**src/rtl/tft_seq_pkg.sv**
```systemverilog
// Shared definitions for the TFT power sequencer: state encodings, state width,
// default cycle constants and a small helper for sizing the shared counter.
package tft_seq_pkg;

    localparam int STATE_W = 3;

    localparam logic [STATE_W-1:0] ENC_IDLE     = 3'd0;
    localparam logic [STATE_W-1:0] ENC_RST_LOW  = 3'd1;
    localparam logic [STATE_W-1:0] ENC_RST_WAIT = 3'd2;
    localparam logic [STATE_W-1:0] ENC_INIT     = 3'd3;
    localparam logic [STATE_W-1:0] ENC_TIMING   = 3'd4;
    localparam logic [STATE_W-1:0] ENC_BL_ON    = 3'd5;
    localparam logic [STATE_W-1:0] ENC_RUN      = 3'd6;
    localparam logic [STATE_W-1:0] ENC_FAULT    = 3'd7;

    typedef enum logic [STATE_W-1:0] {
        ST_IDLE     = ENC_IDLE,
        ST_RST_LOW  = ENC_RST_LOW,
        ST_RST_WAIT = ENC_RST_WAIT,
        ST_INIT     = ENC_INIT,
        ST_TIMING   = ENC_TIMING,
        ST_BL_ON    = ENC_BL_ON,
        ST_RUN      = ENC_RUN,
        ST_FAULT    = ENC_FAULT
    } seq_state_e;

    // Defaults assume the 9 MHz pixel clock drives the sequencer.
    localparam int DEF_RST_LOW_CYC  = 90;
    localparam int DEF_RST_WAIT_CYC = 1080000;
    localparam int DEF_INIT_TO_CYC  = 450000;
    localparam int DEF_MAX_RETRY    = 3;
    localparam int DEF_BL_STEP_CYC  = 9000;
    localparam int DEF_PWM_BITS     = 8;

    function automatic int max3(input int a, input int b, input int c);
        int m;
        m = (a > b) ? a : b;
        return (m > c) ? m : c;
    endfunction

endpackage

```
**src/rtl/tft_bl_pwm.sv**
```systemverilog
// Backlight duty ramp and PWM compare for the TFT power sequencer.
// Only compiled when TFT_BL_PWM_EN is defined.
// Duty is cleared while clr is high and steps by one on each step pulse until it
// saturates at full scale. pwm_on_next is the PWM level that goes with the counter
// and duty values being loaded this cycle, so the parent can register it in step
// with its own state register.
`ifdef TFT_BL_PWM_EN
module tft_bl_pwm #(
    parameter int PWM_BITS = 8
) (
    input  logic clk,
    input  logic rst,
    input  logic clr,
    input  logic step,
    output logic duty_full,
    output logic pwm_on_next
);

    logic [PWM_BITS-1:0] duty_q;
    logic [PWM_BITS-1:0] duty_d;
    logic [PWM_BITS-1:0] pwm_cnt_q;
    logic [PWM_BITS-1:0] pwm_cnt_d;

    // Next duty and free-running PWM counter values.
    always_comb begin
        duty_d    = duty_q;
        pwm_cnt_d = pwm_cnt_q + PWM_BITS'(1);
        if (clr) begin
            duty_d = '0;
        end else if (step && (duty_q != '1)) begin
            duty_d = duty_q + PWM_BITS'(1);
        end
    end

    assign duty_full   = (duty_q == '1);
    assign pwm_on_next = (pwm_cnt_d < duty_d);

    // Duty and PWM counter registers.
    always_ff @(posedge clk or posedge rst) begin
        if (rst) begin
            duty_q    <= '0;
            pwm_cnt_q <= '0;
        end else begin
            duty_q    <= duty_d;
            pwm_cnt_q <= pwm_cnt_d;
        end
    end

endmodule
`endif

```
**src/rtl/tft_power_sequencer.sv**
```systemverilog
// TFT panel power-up / power-down sequencer.
// Pulses the panel hard reset, launches the SPI initialiser (with retries), releases
// the timing generator, brings up the backlight and reports ready / error.
// Optional macro TFT_BL_PWM_EN: ramp the backlight through a PWM duty sweep in BL_ON
// instead of switching it straight on.
// Every output is registered and decoded from the next state, so the outputs always
// describe the state the sequencer is in during the same cycle.
module tft_power_sequencer
    import tft_seq_pkg::*;
#(
    parameter int RST_LOW_CYC  = DEF_RST_LOW_CYC,
    parameter int RST_WAIT_CYC = DEF_RST_WAIT_CYC,
    parameter int INIT_TO_CYC  = DEF_INIT_TO_CYC,
    parameter int MAX_RETRY    = DEF_MAX_RETRY,
    parameter int BL_STEP_CYC  = DEF_BL_STEP_CYC,
    parameter int PWM_BITS     = DEF_PWM_BITS
) (
    input  logic               sys_clk,
    input  logic               sys_rst,
    input  logic               en,
    input  logic               init_done,
    input  logic               vsync,
    output logic               lcd_rst_n,
    output logic               spi_start,
    output logic               timing_rst_n,
    output logic               tft_bl,
    output logic               ready,
    output logic               error,
    output logic [STATE_W-1:0] state_o
);

    localparam int CNT_MAX_VAL = max3(RST_WAIT_CYC, INIT_TO_CYC, BL_STEP_CYC);
    localparam int CNT_W       = $clog2(CNT_MAX_VAL + 1);
    localparam int RETRY_W     = (MAX_RETRY > 0) ? $clog2(MAX_RETRY + 1) : 1;

    // Counter values seen in the final cycle of each timed state.
    localparam logic [CNT_W-1:0]   RST_LOW_LAST  = CNT_W'(RST_LOW_CYC - 1);
    localparam logic [CNT_W-1:0]   RST_WAIT_LAST = CNT_W'(RST_WAIT_CYC - 1);
    localparam logic [CNT_W-1:0]   INIT_TO_LAST  = CNT_W'(INIT_TO_CYC - 1);
    localparam logic [RETRY_W-1:0] RETRY_LIM     = RETRY_W'(MAX_RETRY);

    seq_state_e         state_q;
    seq_state_e         state_d;
    logic [CNT_W-1:0]   cnt_q;
    logic [CNT_W-1:0]   cnt_d;
    logic [RETRY_W-1:0] retry_q;
    logic [RETRY_W-1:0] retry_d;
    logic               init_done_prev_q;
    logic               vsync_prev_q;
    logic               init_rise;
    logic               vsync_rise;

    logic lcd_rst_n_q,    lcd_rst_n_d;
    logic spi_start_q,    spi_start_d;
    logic timing_rst_n_q, timing_rst_n_d;
    logic tft_bl_q,       tft_bl_d;
    logic ready_q,        ready_d;
    logic error_q,        error_d;

    // The previous-cycle registers track the inputs in every state, so a level that
    // is already high when INIT/TIMING is entered never looks like an edge.
    assign init_rise  = init_done & ~init_done_prev_q;
    assign vsync_rise = vsync & ~vsync_prev_q;

`ifdef TFT_BL_PWM_EN
    localparam logic [CNT_W-1:0] BL_STEP_LAST = CNT_W'(BL_STEP_CYC - 1);

    logic bl_step;
    logic duty_full;
    logic pwm_on_next;
    logic pwm_clr;
    logic pwm_step;

    // One duty step per BL_STEP_CYC cycles; the last step at full duty ends BL_ON.
    assign bl_step  = (state_q == ST_BL_ON) && (cnt_q == BL_STEP_LAST);
    assign pwm_clr  = !(state_d inside {ST_BL_ON, ST_RUN});
    assign pwm_step = bl_step && !duty_full;

    tft_bl_pwm #(
        .PWM_BITS (PWM_BITS)
    ) u_bl_pwm (
        .clk         (sys_clk),
        .rst         (sys_rst),
        .clr         (pwm_clr),
        .step        (pwm_step),
        .duty_full   (duty_full),
        .pwm_on_next (pwm_on_next)
    );
`else
    logic unused_cfg;
    assign unused_cfg = ^PWM_BITS;
`endif

    // Next-state, retry and counter logic; an en drop overrides every other transition.
    always_comb begin
        state_d = state_q;
        retry_d = retry_q;
        case (state_q)
            ST_IDLE: begin
                retry_d = '0;
                if (en) state_d = ST_RST_LOW;
            end
            ST_RST_LOW: begin
                if (cnt_q == RST_LOW_LAST) state_d = ST_RST_WAIT;
            end
            ST_RST_WAIT: begin
                if (cnt_q == RST_WAIT_LAST) state_d = ST_INIT;
            end
            ST_INIT: begin
                if (init_rise) begin
                    state_d = ST_TIMING;
                end else if (cnt_q == INIT_TO_LAST) begin
                    if (retry_q < RETRY_LIM) begin
                        retry_d = retry_q + RETRY_W'(1);
                        state_d = ST_RST_LOW;
                    end else begin
                        state_d = ST_FAULT;
                    end
                end
            end
            ST_TIMING: begin
                if (vsync_rise) begin
                    state_d = ST_BL_ON;
                end else if (cnt_q == INIT_TO_LAST) begin
                    state_d = ST_FAULT;
                end
            end
            ST_BL_ON: begin
`ifdef TFT_BL_PWM_EN
                if (bl_step && duty_full) state_d = ST_RUN;
`else
                state_d = ST_RUN;
`endif
            end
            ST_RUN: begin
                state_d = ST_RUN;
            end
            ST_FAULT: begin
                if (!en) state_d = ST_IDLE;
            end
            default: begin
                state_d = ST_IDLE;
            end
        endcase

        if (!en && (state_q != ST_IDLE) && (state_q != ST_FAULT)) begin
            state_d = ST_IDLE;
        end

        // Shared cycle counter: restarts on any state change, saturates otherwise.
        if (state_d != state_q) begin
            cnt_d = '0;
`ifdef TFT_BL_PWM_EN
        end else if (bl_step) begin
            cnt_d = '0;
`endif
        end else if (cnt_q != '1) begin
            cnt_d = cnt_q + CNT_W'(1);
        end else begin
            cnt_d = cnt_q;
        end
    end

    // Output decode from the state being entered, registered below.
    always_comb begin
        lcd_rst_n_d    = state_d inside {ST_RST_WAIT, ST_INIT, ST_TIMING, ST_BL_ON, ST_RUN};
        spi_start_d    = (state_d == ST_INIT) && (state_q != ST_INIT);
        timing_rst_n_d = state_d inside {ST_TIMING, ST_BL_ON, ST_RUN};
        ready_d        = (state_d == ST_RUN);
        error_d        = (state_d == ST_FAULT);
`ifdef TFT_BL_PWM_EN
        tft_bl_d       = (state_d == ST_RUN) || ((state_d == ST_BL_ON) && pwm_on_next);
`else
        tft_bl_d       = state_d inside {ST_BL_ON, ST_RUN};
`endif
    end

    // Single register stage for the FSM, counters, edge history and outputs.
    always_ff @(posedge sys_clk or posedge sys_rst) begin
        if (sys_rst) begin
            state_q          <= ST_IDLE;
            cnt_q            <= '0;
            retry_q          <= '0;
            init_done_prev_q <= 1'b0;
            vsync_prev_q     <= 1'b0;
            lcd_rst_n_q      <= 1'b0;
            spi_start_q      <= 1'b0;
            timing_rst_n_q   <= 1'b0;
            tft_bl_q         <= 1'b0;
            ready_q          <= 1'b0;
            error_q          <= 1'b0;
        end else begin
            state_q          <= state_d;
            cnt_q            <= cnt_d;
            retry_q          <= retry_d;
            init_done_prev_q <= init_done;
            vsync_prev_q     <= vsync;
            lcd_rst_n_q      <= lcd_rst_n_d;
            spi_start_q      <= spi_start_d;
            timing_rst_n_q   <= timing_rst_n_d;
            tft_bl_q         <= tft_bl_d;
            ready_q          <= ready_d;
            error_q          <= error_d;
        end
    end

    assign lcd_rst_n    = lcd_rst_n_q;
    assign spi_start    = spi_start_q;
    assign timing_rst_n = timing_rst_n_q;
    assign tft_bl       = tft_bl_q;
    assign ready        = ready_q;
    assign error        = error_q;
    assign state_o      = state_q;

endmodule

```
**config.mk**
```make
export PLATFORM = sky130hd
export DESIGN_NAME = tft_power_sequencer
export DESIGN_NICKNAME = d
export VERILOG_FILES = /design/src/rtl/tft_seq_pkg.sv /design/src/rtl/tft_bl_pwm.sv /design/src/rtl/tft_power_sequencer.sv
export SDC_FILE = /design/constraint.sdc
export NUM_CORES = 1
export LEC_CHECK = 0
export CORE_ASPECT_RATIO = 1.4
export CORE_MARGIN = 3
export CORE_UTILIZATION = 50
export DETAILED_ROUTE_END_ITERATION = 12
export PLACE_DENSITY = 0.69
export SYNTH_ARGS = -nofsm -noshare
export SYNTH_HDL_FRONTEND = slang
export SYNTH_HIERARCHICAL = 1
export SYNTH_SLANG_ARGS = --single-unit
export TNS_END_PERCENT = 30
```
**constraint.sdc**
```tcl
create_clock -name sys_clk -period 2.53 [get_ports sys_clk]
set_input_delay 0.506 -clock sys_clk [delete_from_list [all_inputs] [get_ports sys_clk]]
set_output_delay 0.506 -clock sys_clk [all_outputs]
set_load 0.01 [all_outputs]
```
* Word-level counts from Yosys, hierarchy flattened
Cells that the tools add are included. W data, S select, Z words.
Storage, ports and cells: output and inout bits 9, word-level logic and storage cells 71, flip-flop bits (word level) 34
Operators by class: magnitude comparators 1, $add $sub $neg 2, reductions and logical operators 13, equal/unequal tests 23, multiplexer cells 17, bitwise logic cells 4
Operators by type and width (number):
- $mux W21 | 2
- $mux W3 | 10
- $eq A3 B3 Y1 const B | 8
- $add A21 B1 Y21 const B | 1
- $eq A21 B19 Y1 const B | 1
- $eq A21 B21 Y1 const B | 1
- $eq A21 B7 Y1 const B | 1
- $ne A21 B21 Y1 const B | 1
- $pmux W3 S7 | 1
- $eq A3 B2 Y1 const B | 4
- $mux W2 | 3
- $ne A2 B2 Y1 const B | 3
- $reduce_bool A2 Y1 | 3
- $reduce_bool A3 Y1 | 2
- $reduce_bool A5 Y1 | 1
- $pmux W2 S2 | 1
- $reduce_and A4 Y1 | 1
- $eq A3 B1 Y1 const B | 1
- $logic_and A1 B1 Y1 | 3
- $logic_not A3 Y1 | 1
- $ne A3 B2 Y1 const B | 1
- $ne A3 B3 Y1 | 1
- $ne A3 B3 Y1 const B | 1
- $add A2 B1 Y2 const B | 1
- other kinds (5) | 7

* Longest topological paths before layout
Gate-level depths: netlist of the first run.
depth after elaboration 8, mapped depth 9, depth with buffers taken out 8

* Worst setup path after synthesis of the first run
Ideal clock, no wire load.
path kind flip-flop to flip-flop, from reg cnt_q[5], to reg cnt_q[15], arrival 2.211 ns, cell stages (with the launch flop) 8, slack 0.194 ns, data required time 2.406 ns, path through dfrtp_1 > or4_4 > nor4_4 > a21oi_1 > o2111a_2 > o311ai_4 > buf_6 > nor3b_2
Between the ends: longest elaborated chain between the ends 7
RTL lines:
- from (decl) | RTL line tft_power_sequencer.sv:44 | logic [CNT_W-1:0] cnt_q;
- from (signal assigned) | RTL line tft_power_sequencer.sv:194 | cnt_q <= cnt_d;
- $eq A21 B19 Y1 | RTL line tft_power_sequencer.sv:112, tft_power_sequencer.sv:124
- $mux W3, on equally long branches | RTL line tft_power_sequencer.sv:124, tft_power_sequencer.sv:112
- $mux W3, on equally long branches | RTL line tft_power_sequencer.sv:122, tft_power_sequencer.sv:110
- $pmux W3 S7 | RTL line tft_power_sequencer.sv:98 | case (state_q)
- $mux W3 | RTL line tft_power_sequencer.sv:146 | if (!en && (state_q != ST_IDLE) && (state_q != ST_FAULT)) begin
- $ne A3 B3 Y1 | RTL line tft_power_sequencer.sv:151 | if (state_d != state_q) begin
- $mux W21 or $reduce_bool A2 Y1 (tied branches)
Several ways; a longest one is shown, not always the timed one. The select of a mux whose other input is x is not followed. A chain may end at the register's enable or synchronous reset.

* Final worst setup path of the first run
from reg cnt_q[5], to reg cnt_q[17]
The elaborated chain is that of the path after synthesis.

==> out/metrics.csv, run 1 <==
stage,metric,value,unit
run_status,status,"complete, no violations",
timing,worst setup margin,151,ps
worst_setup_path,Worst path slowest cell,or4_4,
logic_synthesis,Synth Area in Adders,1.69,%
place,hpwl dp,3.72,mm
logic_synthesis,synth warn,6,
pwr,Leak,0.00105,µW
worst_setup_path,RR Endpoint,cnt_q[17]$_DFFE_PP0P_,
drt,via count,1940,
place,placed cell area,2480,µm²
worst_setup_path,Worst Setup End Kind,flip-flop,
worst_setup_path,Crit path required time,2710,ps
clocking,Worst-Skew Late Latency,290,ps
logic_synthesis,syn_nets,249,
floorplan,Die Ht,84.9,µm
final_layout,ANT cells,0,
timing,post-layout min period,2380,ps
timing,RSZ-0062 raised after global routing,no,
final_layout,share of post-route cells with drive strength above 1,21.1,%
logic_synthesis,most common cell in the netlist,dfrtp_1,
worst_setup_path,Worst R2R Path Depth,7,
floorplan,placement row count,28,
clocking,CTS Buf Count,5,
global_routing,first-pass GRT wire length,8.90,mm
timing,Finish-stage setup viols,0,
pwr,clock network power share,37.3,%
drt,DR vias/cell,5.88,
floorplan,Core Footprint,4240,µm²
logic_synthesis,sequential fraction of the synthesis area,38.3,%
pwr,sequential share of power,45.5,%
final_layout,Multi-input gate area,1240,µm²
logic_synthesis,synthesized area,2220,µm²
drt,ANT nets after route,0,
clocking,Clock Tree Buf Depth,2,
worst_setup_path,r2r setup slk,150,ps
place,port buffer count,13,
worst_hold_path,hold crit path type,reg2reg,
drt,Iter 0 DRT Violations,130,
timing,FMAX,420,MHz
logic_synthesis,Syn Inst Count,241,
worst_hold_path,hold depth,1,
worst_setup_path,family with the most delay on the worst path,simple AND/OR/NAND/NOR gates,
logic_synthesis,Commonest cells post-synth,"34 x dfrtp_1, 26 x nand2_1, 25 x nor2_1",
worst_hold_path,Min-Delay Endpoint,retry_q[0]$_DFFE_PP0P_,
worst_setup_path,"Largest stage delay, worst path",580,ps
drt,residual DRC count,0,
clocking,Num Clock Sinks,34,
worst_setup_path,Crit Path Class,reg2reg,
job,maxcap violations,0,
timing,setup TNS,0,ps
logic_synthesis,"top cells by area, synth","dfrtp_1 38%, xnor2_1 5.9%, nor3b_2 4.5%",
global_routing,initial antenna violation count,0,
floorplan,die area,5290,µm²
worst_hold_path,Hold Startpoint,retry_q[0]$_DFFE_PP0P_,
clocking,clock-pin slew on the worst setup and hold paths,70,ps
place,pre-CTS setup slack,17.7,ps
final_layout,final instance area,2600,µm²
place,GPL Wtd Cong,0.897,
logic_synthesis,"Primary FF master, synth",dfrtp_1,
worst_setup_path,CP Max Fanout,13,
floorplan,IO Pins,14,
logic_synthesis,Seq cells post-synth,34,
logic_synthesis,"EDFF count, synth",0,
clocking,hold buffers post-CTS,0,
worst_setup_path,origin of the worst setup path,cnt_q[5]$_DFFE_PP0P_,
timing,Final Cycle Share,94.0,%
global_routing,number of global-route vias before repair,1922,
final_layout,nets,277,
pwr,combinational cell fraction of total power,17.2,%
logic_synthesis,Async SR Flop Fraction,100,%
worst_setup_path,Worst R2R Start,cnt_q[5]$_DFFE_PP0P_,
logic_synthesis,compound-cell area share of the yosys netlist,14.0,%
final_layout,area added between synthesis and finish,17.1,%
pwr,internal power,959,µW
pwr,Sw Share,27.2,%
clocking,Root Buffer,clkbuf_8,
logic_synthesis,Synth Area in Simple Gates,32.3,%
logic_synthesis,"Avg Cell Area, Syn",9.22,µm²
floorplan,Die Wd,62.3,µm
timing,Clock Skew,5.71,ps
worst_setup_path,CP arrival,2560,ps
logic_synthesis,Synth Area in XOR/XNOR,6.70,%
drt,Initial DRT Pass Iterations,4,
logic_synthesis,Yosys cell types,55,
pwr,maximum vdd drop,337,µV
timing,final hold vios,0,
logic_synthesis,largest family of logic cells by synthesized area,simple AND/OR/NAND/NOR gates,
drt,routed length per instance,15.2,µm
global_routing,maximum number of pins on one net before global-route repair,35,
final_layout,Final Non-Filler Cells,330,
clocking,CTS tree,built,
timing,max-slew violation count,0,
pwr,pwr dens,507,nW/µm²
final_layout,# fillers,394,
global_routing,total gr overflow,0,
final_layout,register area,851,µm²
worst_setup_path,WP buf/inv,1,
worst_setup_path,CP Cell Sequence,or4_4 -> nor4_4 -> a21oi_1 -> o2111a_2 -> o311ai_4 -> buf_6 -> nor2_1,
clocking,H-tree levels,2,
place,Post-Place Cells,322,
timing,Worst Tran Pin Value,440,ps
pwr,switching power,358,µW
worst_setup_path,crit start category,flip-flop,
logic_synthesis,Yosys top cell by area,dfrtp_1,
floorplan,Initial Util,52.4,%
logic_synthesis,mux cell area share after synthesis,0.958,%
logic_synthesis,top cell type's share of synthesized area,38.3,%
timing,relative slew slack,70.7,%
global_routing,Total GRT Usage,21.1,%
drt,total wire length,5.01,mm
## metrics by stage
step | power [µW] | utilization (%) | hold WS (ps)
finish | 1320 | 61.3 | 485
detailed placement | 834 | 58.6 | 484
global placement | 829 | 58.6 | 482
global route | 1390 | 61.3 | 506
floorplan | 773 | - | 445
CTS | 1330 | 61.1 | 494
## registers in the layout, indices dropped and copies added, names as in the netlist
signal            flops
cnt_q                21
error                 1
init_done_prev_q      1
lcd_rst_n             1
ready                 1
retry_q               2
spi_start             1
state_o               3
tft_bl                1
timing_rst_n          1
vsync_prev_q          1
## worst max-delay path by stage
stage / end / slack, ps / cells past startpoint
3_5_place_dp: error$_DFF_PP0_ / 20 / 7
2_1_floorplan: cnt_q[15]$_DFFE_PP0P_ / 190 / 7
4_1_cts: cnt_q[17]$_DFFE_PP0P_ / 110 / 7
5_1_grt: cnt_q[17]$_DFFE_PP0P_ / 30 / 7
3_3_place_gp: error$_DFF_PP0_ / 50 / 7
6_report: cnt_q[17]$_DFFE_PP0P_ / 150 / 7
## cell usage in the layout, fill, tap and decap left out, drive strengths merged, types with 4 or more instances in the layout
master         netlist  final
a21oi                8      8
and2                 5      5
buf                  3     22
clkbuf              11      5
clkdlybuf4s50        0     13
dfrtp               34     34
inv                  7      7
nand2               26     26
nand3                8      8
nand4                8      8
nor2                27     27
nor3                 9      9
nor3b               11     11
nor4                 5      5
o211ai               9      9
o21ai                9      9
or3                  5      5
or4                  4      4
xnor2               15     15
## layer usage
layer,up-vias,global-route usage [%],share of wire [%]
met5,-,0,0
met4,0,11.4,3.4
met3,20,3.58,3.6
met2,51,37.3,52
met1,945,24.2,41
li1,924,-,-
## kinds of logic (layout without fill, tap and decap cells)
| family | after synthesis | count (layout) |
|---|---|---|
| buf+inv | 21 | 50 |
| compound gates | 42 | 42 |
| simple gates | 122 | 122 |
| mux | 2 | 2 |
| fa+ha+maj | 3 | 3 |
| xor+xnor | 17 | 17 |
| flops | 34 | 34 |
## cell type report
class	instances	share of cell area, %
Clock buffer	5	2.65
Clock inverter	3	1.54
Inverter	7	1.01
Multi-Input combinational cell	186	47.7
Sequential cell	34	32.7
Tap cell	60	2.89
Timing Repair Buffer	35	11.5
## power by group through the flow
stage	registers (µW)	clock network, µW	logic (µW)
after global placement	608	0	220
after global routing	605	530	260
final	600	491	227
after floorplan	604	0	169
after CTS	599	504	225
after detailed placement	610	0	224
## repair_timing
action                     4_1_cts  5_1_grt
setup buffers                    0        0
resized for setup                0        2
setup endpoints to repair        0       13
No activity file was read; power rests on OpenSTA's default activity.
==> inputs of run 2 (changes only) <==
--- a/config.mk
+++ b/config.mk
@@ -7,9 +7,9 @@
 export LEC_CHECK = 0
 export CORE_ASPECT_RATIO = 1.4
 export CORE_MARGIN = 3
-export CORE_UTILIZATION = 50
+export CORE_UTILIZATION = 39
+export CTS_CLUSTER_DIAMETER = 200
 export DETAILED_ROUTE_END_ITERATION = 12
-export PLACE_DENSITY = 0.69
 export SYNTH_ARGS = -nofsm -noshare
 export SYNTH_HDL_FRONTEND = slang
 export SYNTH_HIERARCHICAL = 1
==> out/metrics.csv, run 2 (synthesis results as in run 1) <==
stage,metric,value,unit,change
timing,setup TNS,0,ps,unchanged
worst_setup_path,"Largest stage delay, worst path",580,ps,about the same
clocking,Root Buffer,clkbuf_8,,
worst_setup_path,family with the most delay on the worst path,simple AND/OR/NAND/NOR gates,,
drt,Iter 0 DRT Violations,80,,-38%
worst_setup_path,Worst R2R Path Depth,7,,unchanged
worst_setup_path,WP buf/inv,1,,unchanged
drt,ANT nets after route,0,,unchanged
timing,max-slew violation count,0,,unchanged
clocking,hold buffers post-CTS,0,,unchanged
worst_setup_path,Worst Setup End Kind,flip-flop,,
job,maxcap violations,0,,unchanged
drt,residual DRC count,0,,unchanged
final_layout,max FFs per register,21,,unchanged
timing,Worst Tran Pin Value,660,ps,+220 ps
place,hpwl dp,3.88,mm,+4.3%
timing,post-layout min period,2360,ps,-16.1 ps
worst_setup_path,Crit path required time,2730,ps,+20 ps
worst_setup_path,Worst R2R Start,cnt_q[5]$_DFFE_PP0P_,,
timing,FMAX,423,MHz,+0.68%
global_routing,initial antenna violation count,0,,unchanged
pwr,maximum vdd drop,263,µV,-22%
final_layout,area added between synthesis and finish,16.5,%,
clocking,cts repair resizes,0,,unchanged
worst_setup_path,CP Max Fanout,21,,+8
floorplan,Core Footprint,5350,µm²,+26%
clocking,Num Clock Sinks,34,,unchanged
worst_hold_path,Min-Delay Endpoint,retry_q[0]$_DFFE_PP0P_,,
worst_setup_path,Worst path slowest cell,or4_4,,
place,Post-Place Cells,324,,+0.62%
worst_setup_path,r2r setup slk,170,ps,+20 ps
worst_setup_path,RR Endpoint,cnt_q[2]$_DFFE_PP0P_,,
global_routing,maximum number of pins on one net before global-route repair,35,,unchanged
floorplan,IO Pins,14,,unchanged
clocking,post-CTS setup buffer count,0,,unchanged
final_layout,Multi-input gate area,1240,µm²,unchanged
worst_hold_path,Hold Startpoint,retry_q[0]$_DFFE_PP0P_,,
place,port buffer count,13,,unchanged
clocking,Clock Tree Buf Depth,2,,unchanged
global_routing,Total GRT Usage,16.6,%,-4.5 points
timing,final hold vios,0,,unchanged
timing,hold slack,516,ps,+30.3 ps
global_routing,total gr overflow,0,,unchanged
timing,Finish-stage setup viols,0,,unchanged
clocking,CTS Buf Count,5,,unchanged
worst_hold_path,hold depth,1,,unchanged
timing,RSZ-0062 raised after global routing,no,,
drt,routed length per instance,15.6,µm,+2.9%
global_routing,first-pass GRT wire length,8.85,mm,-0.63%
pwr,Leak,0.00103,µW,-1.6%
floorplan,die area,6650,µm²,+26%
final_layout,register area,851,µm²,unchanged
worst_setup_path,CP Cell Sequence,or4_4 -> or3_4 -> o211ai_2 -> o2111a_2 -> o311ai_4 -> buf_12 -> nor3b_1,,
final_layout,nets,273,,-1.4%
final_layout,most frequent cells in the layout,"34 x dfrtp_1, 26 x nand2_1, 25 x nor2_1, 17 x buf_4, 15 x xnor2_1",,
final_layout,Largest Register,cnt_q,,
floorplan,Die Ht,95.3,µm,+12%
worst_setup_path,CP arrival,2560,ps,about the same
timing,Clock Skew,5.36,ps,-0.356 ps
drt,total wire length,5.18,mm,+3.5%
worst_setup_path,crit start category,flip-flop,,
pwr,pwr dens,511,nW/µm²,+0.76%
final_layout,share of post-route cells with drive strength above 1,19.9,%,-1.2 points
clocking,Worst-Skew Late Latency,290,ps,about the same
clocking,H-tree levels,2,,unchanged
timing,relative slew slack,55.6,%,-15 points
worst_setup_path,Crit Path Class,reg2reg,,
drt,DR vias/cell,5.56,,-5.4%
floorplan,Die Wd,69.8,µm,+12%
floorplan,placement row count,31,,+11%
worst_hold_path,hold crit path type,reg2reg,,
final_layout,Final Non-Filler Cells,332,,+0.61%
timing,Final Cycle Share,93.4,%,-0.64 points
global_routing,number of global-route vias before repair,1895,,-1.4%
drt,via count,1847,,-4.8%
final_layout,"most common cell after layout, fill and taps aside",dfrtp_1,,
clocking,clock-pin slew on the worst setup and hold paths,70,ps,about the same
final_layout,Finished Core Util,48.3,%,-13 points
final_layout,ANT cells,0,,unchanged
place,GPL Wtd Cong,0.890,,-0.77%
clocking,CTS tree,built,,
floorplan,Initial Util,41.5,%,-11 points
run_status,status,"complete, no violations",,
final_layout,# fillers,565,,+43%
final_layout,final instance area,2590,µm²,-0.53%
drt,Initial DRT Pass Iterations,4,,unchanged
place,placed cell area,2470,µm²,-0.40%
## run 2: cell types whose count changed in the layout (fill, tap and decap cells not counted), sizes merged
| cell | before | now |
|---|---|---|
| buf | 22 | 18 |
## run 2: how the worst max path moves through the flow
stage | start | end | slack [ps] | cells after the start
2_1_floorplan | cnt_q[5]$_DFFE_PP0P_ | cnt_q[15]$_DFFE_PP0P_ | 190 | 7
3_3_place_gp | init_done | error$_DFF_PP0_ | 50 | 7
3_5_place_dp | init_done | error$_DFF_PP0_ | -40 | 7
4_1_cts | cnt_q[0]$_DFFE_PP0P_ | cnt_q[4]$_DFFE_PP0P_ | 50 | 8
5_1_grt | cnt_q[1]$_DFFE_PP0P_ | cnt_q[2]$_DFFE_PP0P_ | 0.4 | 9
6_report | cnt_q[5]$_DFFE_PP0P_ | cnt_q[2]$_DFFE_PP0P_ | 170 | 7
## run 2: area by class of cell
type | count | share of cell area, %
multi-input cells | 186 | 47.9
flip-flops and latches | 34 | 32.9
repair buffers | 31 | 10.7
well taps | 66 | 3.19
clock buffers | 5 | 2.66
clock inverters | 3 | 1.55
inverters | 7 | 1.02
## run 2: metrics by stage
step	power, µW	setup slack, ps
floorplan	773	194
global placement	834	49.6
detailed placement	839	-38.6
CTS	1340	49.6
global route	1390	0.373
finish	1320	167
## run 2: metal layers
metal,GRT usage (%),share of wire [%]
met4,7.35,2.3
met3,3.16,2.7
met2,31.1,54
met1,18.2,41
met5,0,0
## run 2: worst reg2reg max path: stages (launching register included)
cell	delay (ps)
dfrtp_1	380
or4_4	580
or3_4	400
o211ai_2	150
o2111a_2	270
o311ai_4	110
buf_12	190
nor3b_1	210
## run 2: power by group
group	internal, µW	switching (µW)	leakage [µW]
clock	290	206	0.0000579
combinational	99.8	123	0.000507
sequential	570	32.1	0.000465
==> inputs of run 3 (changes only) <==
--- a/config.mk
+++ b/config.mk
@@ -10,6 +10,7 @@
 export CORE_UTILIZATION = 39
 export CTS_CLUSTER_DIAMETER = 200
 export DETAILED_ROUTE_END_ITERATION = 12
+export PLACE_DENSITY_LB_ADDON = 0.1
 export SYNTH_ARGS = -nofsm -noshare
 export SYNTH_HDL_FRONTEND = slang
 export SYNTH_HIERARCHICAL = 1
==> out/metrics.csv, run 3 (synthesis results as in run 1) <==
stage,metric,value,unit,change
final_layout,"most common cell after layout, fill and taps aside",dfrtp_1,,
drt,total wire length,5.37,mm,+3.7%
place,GPL Wtd Cong,0.897,,+0.82%
timing,FMAX,421,MHz,-0.41%
pwr,switching power,373,µW,+3.2%
pwr,Sw Share,28.0,%,+0.63 points
final_layout,area added between synthesis and finish,18.9,%,
pwr,internal power,959,µW,about the same
global_routing,total gr overflow,0,,unchanged
timing,Worst Tran Pin Value,696,ps,+35.9 ps
clocking,Worst-Skew Late Latency,290,ps,about the same
final_layout,nets,282,,+3.3%
timing,RSZ-0062 raised after global routing,no,,
global_routing,Total GRT Usage,18.1,%,+1.5 points
timing,post-layout min period,2370,ps,+9.75 ps
worst_setup_path,Worst Setup End Kind,flip-flop,,
final_layout,Final Non-Filler Cells,341,,+2.7%
clocking,clock-pin slew on the worst setup and hold paths,80,ps,about the same
final_layout,most frequent cells in the layout,"34 x dfrtp_1, 27 x buf_4, 26 x nand2_1, 25 x nor2_1, 15 x xnor2_1",,
place,hpwl dp,4.10,mm,+5.5%
final_layout,Largest Register,cnt_q,,
pwr,clock network power share,38.2,%,+0.7 points
place,placed cell area,2530,µm²,+2.2%
drt,residual DRC count,0,,unchanged
worst_setup_path,crit start category,flip-flop,,
final_layout,# fillers,547,,-3.2%
pwr,Leak,0.00106,µW,+3.2%
timing,Finish-stage setup viols,0,,unchanged
worst_setup_path,CP arrival,2550,ps,about the same
floorplan,Initial Util,41.5,%,unchanged
clocking,hold buffers post-CTS,0,,unchanged
clocking,cts repair resizes,0,,unchanged
drt,ANT nets after route,0,,unchanged
pwr,maximum vdd drop,294,µV,+12%
worst_setup_path,origin of the worst setup path,cnt_q[8]$_DFFE_PP0P_,,
final_layout,ANT cells,0,,unchanged
clocking,Root Buffer,clkbuf_8,,
pwr,combinational cell fraction of total power,16.6,%,-0.3 points
worst_setup_path,Worst R2R Path Depth,7,,unchanged
worst_setup_path,Crit path required time,2700,ps,-30 ps
clocking,CTS Buf Count,5,,unchanged
final_layout,max FFs per register,21,,unchanged
run_status,status,"complete, no violations",,
clocking,post-CTS setup buffer count,0,,unchanged
drt,routed length per instance,15.8,µm,+0.97%
clocking,Clock Tree Buf Depth,2,,unchanged
worst_setup_path,Worst R2R Start,cnt_q[8]$_DFFE_PP0P_,,
place,Post-Place Cells,333,,+2.8%
global_routing,number of global-route vias before repair,1944,,+2.6%
floorplan,IO Pins,14,,unchanged
pwr,Tot Pwr,1330,µW,+0.84%
worst_hold_path,hold crit path type,reg2reg,,
pwr,sequential share of power,45.2,%,-0.4 points
pwr,pwr dens,504,nW/µm²,-1.3%
job,maxcap violations,0,,unchanged
worst_setup_path,CP Max Fanout,13,,-38%
worst_setup_path,RR Endpoint,cnt_q[17]$_DFFE_PP0P_,,
drt,Iter 0 DRT Violations,119,,+49%
floorplan,die area,6650,µm²,unchanged
global_routing,maximum number of pins on one net before global-route repair,35,,unchanged
worst_setup_path,Critical Path End,cnt_q[17]$_DFFE_PP0P_,,
global_routing,first-pass GRT wire length,9.56,mm,+8.1%
timing,final hold vios,0,,unchanged
drt,DR vias/cell,5.57,,+0.10%
timing,relative slew slack,53.1,%,-2.4 points
worst_setup_path,Crit Path Class,reg2reg,,
timing,Clock Skew,7.55,ps,+2.20 ps
drt,Initial DRT Pass Iterations,4,,unchanged
final_layout,final instance area,2640,µm²,+2.1%
place,port buffer count,13,,unchanged
timing,max-slew violation count,0,,unchanged
worst_setup_path,r2r setup slk,160,ps,about the same
clocking,CTS tree,built,,
final_layout,share of post-route cells with drive strength above 1,22.2,%,+2.3 points
floorplan,Die Ht,95.3,µm,unchanged
floorplan,Core Footprint,5350,µm²,unchanged
clocking,H-tree levels,2,,unchanged
drt,via count,1899,,+2.8%
clocking,Num Clock Sinks,34,,unchanged
floorplan,Die Wd,69.8,µm,unchanged
timing,setup TNS,0,ps,unchanged
timing,Final Cycle Share,93.8,%,+0.39 points
floorplan,placement row count,31,,unchanged
global_routing,initial antenna violation count,0,,unchanged
[run 3: changes by cell type in the layout (fill, tap and decap cells not counted), sizes merged]
cell / previous run / this run
buf: 18 / 27
clkinv: 2 / 0
clkinvlp: 0 / 2
[run 3: power by group through the flow]
| stage | clock network (µW) | registers [µW] | logic, µW |
|---|---|---|---|
| detailed placement | 0 | 612 | 224 |
| finish | 509 | 602 | 222 |
| floorplan | 0 | 604 | 169 |
| CTS | 525 | 601 | 224 |
| global route | 551 | 608 | 249 |
| global placement | 0 | 611 | 225 |
[run 3: metal layers]
metal  part of all wire [%]  track usage (%)
met4                    1.8             6.87
met5                      0                0
met2                     55             33.9
met3                    2.5             2.85
met1                     41             20.5
[run 3: worst min path at each step]
stage | endpoint | cells after the start | from
after floorplan | retry_q[0]$_DFFE_PP0P_ | 1 | retry_q[0]$_DFFE_PP0P_
after global placement | retry_q[0]$_DFFE_PP0P_ | 1 | retry_q[0]$_DFFE_PP0P_
after detailed placement | retry_q[0]$_DFFE_PP0P_ | 1 | retry_q[0]$_DFFE_PP0P_
after CTS | retry_q[0]$_DFFE_PP0P_ | 1 | retry_q[0]$_DFFE_PP0P_
after global routing | retry_q[0]$_DFFE_PP0P_ | 1 | retry_q[0]$_DFFE_PP0P_
final | retry_q[0]$_DFFE_PP0P_ | 1 | retry_q[0]$_DFFE_PP0P_
[run 3: stage by stage]
stage,hold slack [ps],utilization (%),setup slack (ps)
after detailed placement,483,47.2,-24.2
after global routing,492,49.3,33.9
after CTS,489,49.3,130
after floorplan,445,-,194
final,484,49.3,157
after global placement,477,47.2,44.9
[run 3: layout make-up]
type / count / area [µm²] / area share, %
multi-input combinational: 186 / 1230 / 46.8
clock inverter: 3 / 45.0 / 1.71
clock buffer: 5 / 68.8 / 2.61
tap: 66 / 82.6 / 3.13
timing repair buffer: 40 / 333 / 12.6
inverter: 7 / 26.3 / 0.995
sequential: 34 / 851 / 32.2
[run 3: critical path: stages (launching register included)]
cell and delay, ps:
dfrtp_1 450, or4b_2 680, nor4_1 230, nand4_1 140, o2111a_2 180, o311ai_4 230
buf_4 270, nor2_1 70
